--- src/rtl/ks_pkg.sv ---
// Shared types and helpers for the Kogge-Stone pipelined subtractor.
// Lane bundle carries propagate/generate/original-propagate per bit.
package ks_pkg;

  typedef struct packed {
    logic p;
    logic g;
    logic po;
  } ks_lane_t;

  typedef struct packed {
    logic valid;
    logic cin;
  } ks_ctl_t;

  function automatic int ks_width(input int widx);
    return 1 << widx;
  endfunction

endpackage

--- src/rtl/ks_prefix_stage.sv ---
// One registered Kogge-Stone prefix level of span 2**(LVL-1).
// Bits below the span pass through untouched.
import ks_pkg::*;

module ks_prefix_stage #(
  parameter int LVL = 1,
  parameter int WIDIDX = 3,
  localparam int W = ks_width(WIDIDX)
) (
  input  logic                clk,
  input  logic                rst,
  input  logic                adv,
  input  ks_ctl_t             src_ctl,
  input  ks_lane_t [W-1:0]    src_lane,
  output ks_ctl_t             ctl,
  output ks_lane_t [W-1:0]    lane
);

  localparam int SPAN = 1 << (LVL - 1);

  ks_lane_t [W-1:0] nxt;

  for (genvar j = 0; j < W; j++) begin : g_bit
    if (j >= SPAN) begin : g_op
      assign nxt[j] = '{
        p:  src_lane[j].p & src_lane[j-SPAN].p,
        g:  src_lane[j].g
          | (src_lane[j].p & src_lane[j-SPAN].g),
        po: src_lane[j].po
      };
    end else begin : g_pass
      assign nxt[j] = src_lane[j];
    end
  end

  // level register, frozen by the global stall
  always_ff @(posedge clk) begin
    if (rst) begin
      ctl  <= '0;
      lane <= '0;
    end else if (adv) begin
      ctl  <= src_ctl;
      lane <= nxt;
    end
  end

endmodule

--- src/rtl/ks_pipe_sub.sv ---
// Pipelined Kogge-Stone subtractor: Diff = A - B - Bin, WIDIDX+1 stages.
// Optional KS_PIPE_SUB_OVF_EN adds the signed overflow output Ovf.
import ks_pkg::*;

module ks_pipe_sub #(
  parameter int WIDIDX = 3,
  localparam int W = ks_width(WIDIDX)
) (
  input  logic         clk,
  input  logic         rst,
  input  logic         in_valid,
  output logic         in_ready,
  input  logic [W-1:0] A,
  input  logic [W-1:0] B,
  input  logic         Bin,
  output logic         out_valid,
  input  logic         out_ready,
  output logic [W-1:0] Diff,
`ifdef KS_PIPE_SUB_OVF_EN
  output logic         Bout,
  output logic         Ovf
`else
  output logic         Bout
`endif
);

  logic adv;

  ks_lane_t [W-1:0] lane0_d;
  ks_lane_t [W-1:0] lane0;
  ks_ctl_t          ctl0;

  ks_ctl_t          ctl  [WIDIDX+1];
  ks_lane_t [W-1:0] lane [WIDIDX+1];

  ks_ctl_t          fctl;
  ks_lane_t [W-1:0] flane;
  logic [W:0]       c;

  assign adv      = !out_valid || out_ready;
  assign in_ready = adv;

  // bitwise P/G of A + ~B
  always_comb begin
    lane0_d = '0;
    for (int j = 0; j < W; j++) begin
      lane0_d[j].p  = A[j] ^ ~B[j];
      lane0_d[j].g  = A[j] & ~B[j];
      lane0_d[j].po = A[j] ^ ~B[j];
    end
  end

  // stage 0 register; carry-in is the inverted borrow
  always_ff @(posedge clk) begin
    if (rst) begin
      ctl0  <= '0;
      lane0 <= '0;
    end else if (adv) begin
      ctl0  <= '{valid: in_valid, cin: ~Bin};
      lane0 <= lane0_d;
    end
  end

  assign ctl[0]  = ctl0;
  assign lane[0] = lane0;

  for (genvar i = 1; i <= WIDIDX; i++) begin : g_lvl
    ks_prefix_stage #(
      .LVL    (i),
      .WIDIDX (WIDIDX)
    ) u_lvl (
      .clk      (clk),
      .rst      (rst),
      .adv      (adv),
      .src_ctl  (ctl[i-1]),
      .src_lane (lane[i-1]),
      .ctl      (ctl[i]),
      .lane     (lane[i])
    );
  end

  assign fctl  = ctl[WIDIDX];
  assign flane = lane[WIDIDX];

  // group P/G now span bit 0, so the carry-in folds in per bit
  always_comb begin
    c    = '0;
    c[0] = fctl.cin;
    for (int j = 0; j < W; j++) begin
      c[j+1] = flane[j].g | (flane[j].p & fctl.cin);
    end
  end

  // sum bits from original propagate and incoming carries
  always_comb begin
    Diff = '0;
    for (int j = 0; j < W; j++) begin
      Diff[j] = flane[j].po ^ c[j];
    end
  end

  assign out_valid = fctl.valid;

  // zeroed registers read as carry-out 0; mask so idle Bout reads 0
  assign Bout = fctl.valid & ~c[W];

`ifdef KS_PIPE_SUB_OVF_EN
  assign Ovf = c[W-1] ^ c[W];
`endif

endmodule

--- config.mk ---
export PLATFORM = sky130hd
export DESIGN_NAME = ks_pipe_sub
export DESIGN_NICKNAME = d
export VERILOG_FILES = /design/src/rtl/ks_pkg.sv /design/src/rtl/ks_prefix_stage.sv /design/src/rtl/ks_pipe_sub.sv
export SDC_FILE = /design/constraint.sdc
export NUM_CORES = 1
export LEC_CHECK = 0
export ABC_AREA = 1
export BUFFER_PORTS_ARGS = -buffer_cell sky130_fd_sc_hd__buf_2
export CORE_AREA = 2 2 87 89
export DETAILED_ROUTE_END_ITERATION = 7
export DIE_AREA = 0 0 89 91
export PLACE_DENSITY_LB_ADDON = 0.2
export SYNTH_ARGS = -nofsm -noshare
export SYNTH_HDL_FRONTEND = slang
export SYNTH_HIERARCHICAL = 1
export SYNTH_SLANG_ARGS = --single-unit
--- constraint.sdc ---
create_clock -name clk -period 1.86 [get_ports clk]
set_clock_uncertainty 0.1 [all_clocks]
set_input_delay 0.093 -clock clk [delete_from_list [all_inputs] [get_ports clk]]
set_output_delay 0.093 -clock clk [all_outputs]
set_load 0.005 [all_outputs]
# Word-level counts from Yosys, hierarchy flattened
# Cells that the tools add are included.
# word_totals
ramBits	0
n_memories	0
rom_bits	0
wordCells	197
output_inout_bits	11
register_bits	93
latch_bits	0
# op_classes
n_mul	0
magnitude_cmp	0
bitwise_logic	102
addsub	0
n_eq_ne	0
muxes	0
shifts	0
n_div	0
n_reduce_logical	2
# ops
cell	n
1-bit AND	51
1-bit bitwise OR	25
1-bit bitwise XOR	16
1-bit inverter	10
1-bit zero test	1
1-bit logical OR	1

# Depth between registers and ports, before layout
# Gate-level depths: netlist of run 1.
# depth
word_depth	4
ltp_mapped	9
mapped_depth_nobuf	8

# Hierarchy
# Netlist of run 1, hierarchy kept.
# by_module_without_submodules
mod	seq_area_each_um2	cells_each	n_inst	area_per_inst_um2
ks_pipe_sub	360.3	189	1	1141.1
ks_prefix_stage at g_lvl[1].u_lvl	520.5	141	1	1032.2
ks_prefix_stage at g_lvl[2].u_lvl	520.5	135	1	987.2
ks_prefix_stage at g_lvl[3].u_lvl	520.5	129	1	975.9

# Least setup slack after synthesis of run 1
# Ideal clock, no wire load.
# synth_path
path_kind	register -> register
startpoint	register g_lvl[3].u_lvl/ctl[1] (netlist name)
endpoint	register g_lvl[1].u_lvl/lane[10] (netlist name)
n_path_buf	2
slack_ns	0.284
arrival_ns	1.358
setup_ns	0.118
stages_incl_launch_ff	10
cell_sequence	dfxtp_1 > inv_2 > nor2_4 > buf_6 > inv_1 > inv_2 > buf_6 > nand2_1 > nand2_1 > a21oi_2
# synth_between
elab_chain_len	2
# synth_lines
item	line_no	source
1-bit zero test	ks_pipe_sub.sv:40	assign adv = !out_valid || out_ready;
1-bit logical OR	ks_pipe_sub.sv:40	
net in_ready	ks_pipe_sub.sv:12	output logic in_ready,
# The timed path passes the listed nets, and every way through them passes these cells.
# A chain may end at the register's enable or synchronous reset.

# Final worst setup path of run 1
# layout_path
startpoint	register g_lvl[3].u_lvl/ctl[1] (netlist name)
endpoint	output port in_ready
# layout_between
elab_chain_len	2
# layout_lines
item	line_no
1-bit zero test	ks_pipe_sub.sv:40
1-bit logical OR	ks_pipe_sub.sv:40
end, declared	ks_pipe_sub.sv:12
# No other way between the ends.

==> results.ini, run 1 <==
[place]
io_buffers=31
gp_congestion=0.8158
hpwl_mm=6.014
dpl_cell_area_sq_um=4299

[final_layout]
area_growth_pct=10.77
fin_util=0.6420
antennaDiodeCount=0
final_area_sq_um=4582
fin_nets=658
drive_gt1_frac=0.1136

[synth]
synth_cells=594
synth_seq_cells=96
synth_top_cell_area_share=0.4646
synth_nets=623
synth_commonest_cells=nor2_1 (140), nand2_1 (124), dfxtp_1 (96)
synth_area_per_cell_sq_um=6.964
seq_area_frac_synth=0.4646
ys_warn_count=6
synth_cell_types=22
yosysTopAreaCell=dfxtp_1
synth_ff_type=dfxtp_1
synth-edff-count=0
synthTopCellsByArea=dfxtp_1 (46%), nor2_1 (13%), nand2_1 (11%)
synthArstFlopShare=0
syn_area_sq_um=4136
synthMostInstantiatedCell=nor2_1

[sta]
worstMarginPinSlew_ns=0.4676
fmax_ghz=0.6187
finalCritPeriodShare=0.8689
post-route-min-period_ns=1.616
hold_viol_final=0
slew_viol_final=0
finalSetupViolCount=0
slew_headroom=0.6863
fin_tns_setup_ns=0
rsz0062_at_grt=no

[global_routing]
grt-ovfl-total=0
grt_pass1_wl_mm=14.77
grt_max_degree=27
grtUsageTotal=0.2272
grt_pass1_vias=3228
grt_antenna_before_repair=0

[clock_network]
clockBufferDepth=2
clkTransAtPathRegs_ns=0.09
insertion_delay_ns=0.35
numCtsBuffers=9
cts_tree=built
cts_sinks=96
h-tree-depth=3
root_buffer=clkbuf_8

[worst_setup_path]
cp.arrival_ns=1.42
cp_max_fo=21
cp-start-kind=register
worst-path-buf-inv=4
required_ns=1.67
crit_slowest_cell=dfxtp_1
crit_family=buffers and inverters
end_kind=output pin
path_cells=inv_2 -> nor2_4 -> inv_2 -> buf_4 -> buf_2
crit_top_cell=inv_2
worst_path_largest_cell_delay_ns=0.33
worst-setup-path-type=reg2out

[power_and_ir_drop]
p_leak_uw=0.002030
power.density_nw_per_um2=833.9
power_uw=3821
ir_worst_vdd_uv=434.1

[floorplanning]
fp.dieW_um=89
initial_utilization=0.5796
die_h_um=91
dieArea_sq_um=8099
io_pins=32
placementRows=31
coreArea_sq_um=7137

[hold_path]
min_path_type=in2reg

[route]
dr.pass1.iters=4
drcViolationCount=0
wl_mm=8.650
num_vias=3580
viasPerCell=4.884
ant_nets=0
wl_per_cell_um=11.80
drt-initial-drc-count=206

[flow_run]
drv_cap=0

[run_status]
status=complete, no violations

-- logic make-up after synthesis --
kind of cell             count (synthesis)  synth area share
flip-flops                              96            0.4646
adder cells (fa/ha/maj)                  8           0.02420
AND/OR/NAND/NOR                        314            0.3037
buffers and inverters                  101            0.1140
XOR/XNOR                                 1          0.002118
AO/OA/AOI/OAI                           74           0.09135
-- final timing paths --
kind,end,slack [ns],startpoint,cells after the start
worst min register to register,g_lvl[3].u_lvl/lane[14],0.37,g_lvl[3].u_lvl/lane[14],2
worst max-delay path,in_ready,0.24,g_lvl[3].u_lvl/ctl[1],5
worst min-delay path,lane[78],0.01,A[2],4
worst max register to register,g_lvl[1].u_lvl/lane[4],0.38,g_lvl[3].u_lvl/ctl[1],8
-- report_power, final --
part	switching (uW)	internal, uW
clock	690	555
sequential	80.1	2140
combinational	200	152
-- sequential cells by signal, summed over array words and instances, names as in the netlist --
register          cells
lane                 16
g_lvl.u_lvl/ctl       6
ctl                   2
g_lvl.u_lvl/lane     72
-- per-stage QoR --
step / worst slack [ns] / cells / hold WS [ns]
2_1_floorplan: 0.2837 / 594 / 0.05544
3_3_place_gp: 0.4404 / 707 / 0.2151
3_5_place_dp: 0.4020 / 707 / 0.2291
4_1_cts: 0.2187 / 733 / 0.004453
5_1_grt: 0.1157 / 733 / 0.01951
6_report: 0.2438 / 733 / 0.01385
-- metal layers --
metal,part of all wire,GRT usage,routed length (um)
met1,0.48,0.3113,4177
met2,0.47,0.3663,4077
met3,0.036,0.03091,312
met4,0.0095,0.07587,82
met5,0,0,0
-- layout by cell type, fill, tap and decap left out, types with 2 or more instances in the layout --
cell type | netlist | final
dlygate4sd3_1 | 0 | 10
a21oi_1 | 29 | 29
a21oi_2 | 2 | 2
inv_2 | 6 | 7
o21ai_1 | 16 | 16
nand2_1 | 124 | 124
dfxtp_1 | 96 | 96
o21ai_0 | 27 | 27
buf_4 | 8 | 10
buf_2 | 11 | 31
clkinv_2 | 0 | 3
nand3_1 | 45 | 45
ha_1 | 8 | 8
nand2_2 | 3 | 3
nor2_1 | 140 | 140
clkbuf_8 | 0 | 11
inv_1 | 66 | 65
-- area by class of cell --
class	count	area (sq um)
inverters	74	280.3
fillers	687	2555
repair buffers	51	330.3
flip-flops and latches	96	1922
multi-input cells	397	1743
clock buffers	11	151.4
clock inverters	5	31.28
well taps	99	123.9
-- worst register-to-register path, cell delays in order (launching register included) --
cell	delay (ns)
dfxtp_1	0.33
inv_2	0.06
nor2_4	0.03
inv_2	0.27
inv_2	0.28
nand2_1	0.12
nand2_1	0.05
nor2_1	0.08
nor2_1	0.04
-- timing repair --
action / in CTS / in global routing
buffers inserted: 0 / 0
setup endpoints to repair: 0 / 0
endpoints found under the hold margin: 19 / 0
resized for setup: 0 / 0
hold buffers: 10 / 0
Note: power is estimated with default switching activity, not from simulation.
==> inputs of run 2 (changes only) <==
--- a/config.mk
+++ b/config.mk
@@ -7,9 +7,9 @@
 export LEC_CHECK = 0
 export ABC_AREA = 1
 export BUFFER_PORTS_ARGS = -buffer_cell sky130_fd_sc_hd__buf_2
-export CORE_AREA = 2 2 87 89
+export CORE_AREA = 2 2 99 101
 export DETAILED_ROUTE_END_ITERATION = 7
-export DIE_AREA = 0 0 89 91
+export DIE_AREA = 0 0 101 103
 export PLACE_DENSITY_LB_ADDON = 0.2
 export SYNTH_ARGS = -nofsm -noshare
 export SYNTH_HDL_FRONTEND = slang
==> results.ini, run 2 (same netlist as run 1, synthesis figures left out) <==
[clock_network]
clkTransAtPathRegs_ns=0.10  ; about the same
postCtsSetupRepairBufs=0  ; unchanged
cts_sinks=96  ; unchanged
insertion_delay_ns=0.36  ; about the same
cts_tree=built
root_buffer=clkbuf_8
h-tree-depth=3  ; unchanged
clockBufferDepth=2  ; unchanged
numCtsBuffers=9  ; unchanged

[final_layout]
final_cell_mix=nor2_1 (140), nand2_1 (124), dfxtp_1 (96), inv_1 (65), nand3_1 (45)
antennaDiodeCount=0  ; unchanged
final_common_cell=nor2_1
area_growth_pct=11.92
drive_gt1_frac=0.1094  ; -0.004214
largest_reg_flops=72  ; unchanged
regMostFlops=g_lvl.u_lvl/lane
reg_top3=g_lvl.u_lvl/lane (72), lane (16), g_lvl.u_lvl/ctl (6)
fin_nets=656  ; -0.30%

[route]
num_vias=3552  ; -0.78%
dr.pass1.iters=6  ; +2
wl_per_cell_um=12.01  ; +1.7%
ant_nets=0  ; unchanged
drt-initial-drc-count=134  ; -35%
drcViolationCount=0  ; unchanged
viasPerCell=4.768  ; -2.4%
wl_mm=8.945  ; +3.4%

[global_routing]
grtUsageTotal=0.1858  ; -0.04136
grt-ovfl-total=0  ; unchanged
grt_antenna_before_repair=0  ; unchanged
grt_max_degree=46  ; +70%
grt_pass1_vias=3298  ; +2.2%
grt_pass1_wl_mm=15.32  ; +3.7%

[worst_setup_path]
crit_start=g_lvl[3].u_lvl/ctl[1]
reg2reg_slack_ns=0.38  ; about the same
required_ns=1.67  ; about the same
r2r_start=g_lvl[3].u_lvl/ctl[1]
cp_max_fo=45  ; +110%
cp-start-kind=register
cp.arrival_ns=1.46  ; +0.04 ns
end_kind=output pin
worst-setup-path-type=reg2out

[floorplanning]
dieArea_sq_um=10400  ; +28%
coreArea_sq_um=9459  ; +33%
placementRows=36  ; +16%
fp.dieW_um=101  ; +13%
initial_utilization=0.4373  ; -0.1423
die_h_um=103  ; +13%
io_pins=32  ; unchanged

[sta]
post-route-min-period_ns=1.649  ; +0.03238 ns
fin_tns_setup_ns=0  ; unchanged
slew_viol_final=0  ; unchanged
fmax_ghz=0.6066  ; -2.0%
finalCritPeriodShare=0.8863  ; +0.01741
rsz0062_at_grt=no
finalSetupViolCount=0  ; unchanged
hold_viol_final=0  ; unchanged
worstMarginPinSlew_ns=0.4735  ; +0.005857 ns
slew_headroom=0.6843  ; -0.001977

[power_and_ir_drop]
ir_worst_vdd_uv=415.1  ; -4.4%
p_leak_uw=0.002039  ; +0.45%
power_uw=4069  ; +6.5%
power.density_nw_per_um2=879.0  ; +5.4%

[run_status]
status=complete, no violations

[hold_path]
holdCritStartpoint=B[1]
min_path_type=in2reg

[place]
hpwl_mm=6.233  ; +3.6%
io_buffers=31  ; unchanged
gp_congestion=0.8130  ; -0.34%

[flow_run]
drv_cap=0  ; unchanged

==> run 2: changes by cell type in the layout (fill, tap and decap cells not counted), sizes merged <==
cell / change
clkinv: -3
buf: -2
bufinv: +2
clkbuf: -2
inv: +2
==> run 2: report_power, final <==
part | leakage, uW | internal, uW | switching [uW] | total [uW]
logic | 0.00115 | 152 | 201 | 352
registers | 0.000783 | 2140 | 79.2 | 2220
clock network | 0.000106 | 758 | 736 | 1490
==> run 2: final timing paths <==
path	to	cells past startpoint
hold / removal	lane[75]	5
setup / recovery	in_ready	5
setup reg to reg	g_lvl[1].u_lvl/lane[19]	8
hold reg to reg	g_lvl[3].u_lvl/lane[5]	2
==> run 2: area by class of cell <==
| cell class | instances | area (sq um) |
|---|---|---|
| multi-input combinational | 397 | 1743 |
| tap | 114 | 142.6 |
| timing repair buffer | 49 | 327.8 |
| clock inverter | 6 | 90.09 |
| clock buffer | 9 | 123.9 |
| fill | 956 | 4830 |
| inverter | 74 | 280.3 |
| sequential | 96 | 1922 |
==> run 2: through the flow <==
stage,instances,hold slack (ns),area (sq um),util,worst slack (ns)
3_5_place_dp,720,0.2363,4315,0.4562,0.3887
2_1_floorplan,594,0.05544,4136,-,0.2837
5_1_grt,745,0.04715,4629,0.4894,0.1104
4_1_cts,745,0.02342,4629,0.4894,0.1959
6_report,745,0.02892,4629,0.4894,0.2115
3_3_place_gp,720,0.2216,4315,0.4562,0.4406
==> run 2: timing repair <==
action,in CTS,in global routing
hold buffers,10,0
hold endpoints to repair,15,0
resized for setup,0,0
==> run 2: worst max-delay path: stages, from the launching register on <==
cell and delay, ns:
dfxtp_1 0.33, inv_2 0.06, nor2_4 0.03, inv_2 0.26, buf_12 0.26, buf_2 0.15
==> run 2: per-layer routing <==
layer | part of all wire | GRT usage | vias up | wire [um]
met4 | 0.014 | 0.05717 | 0 | 123
met2 | 0.45 | 0.3092 | 55 | 4036
met5 | 0 | 0 | - | 0
li1 | - | - | 1897 | -
met1 | 0.50 | 0.2474 | 1589 | 4504
met3 | 0.031 | 0.03390 | 11 | 281
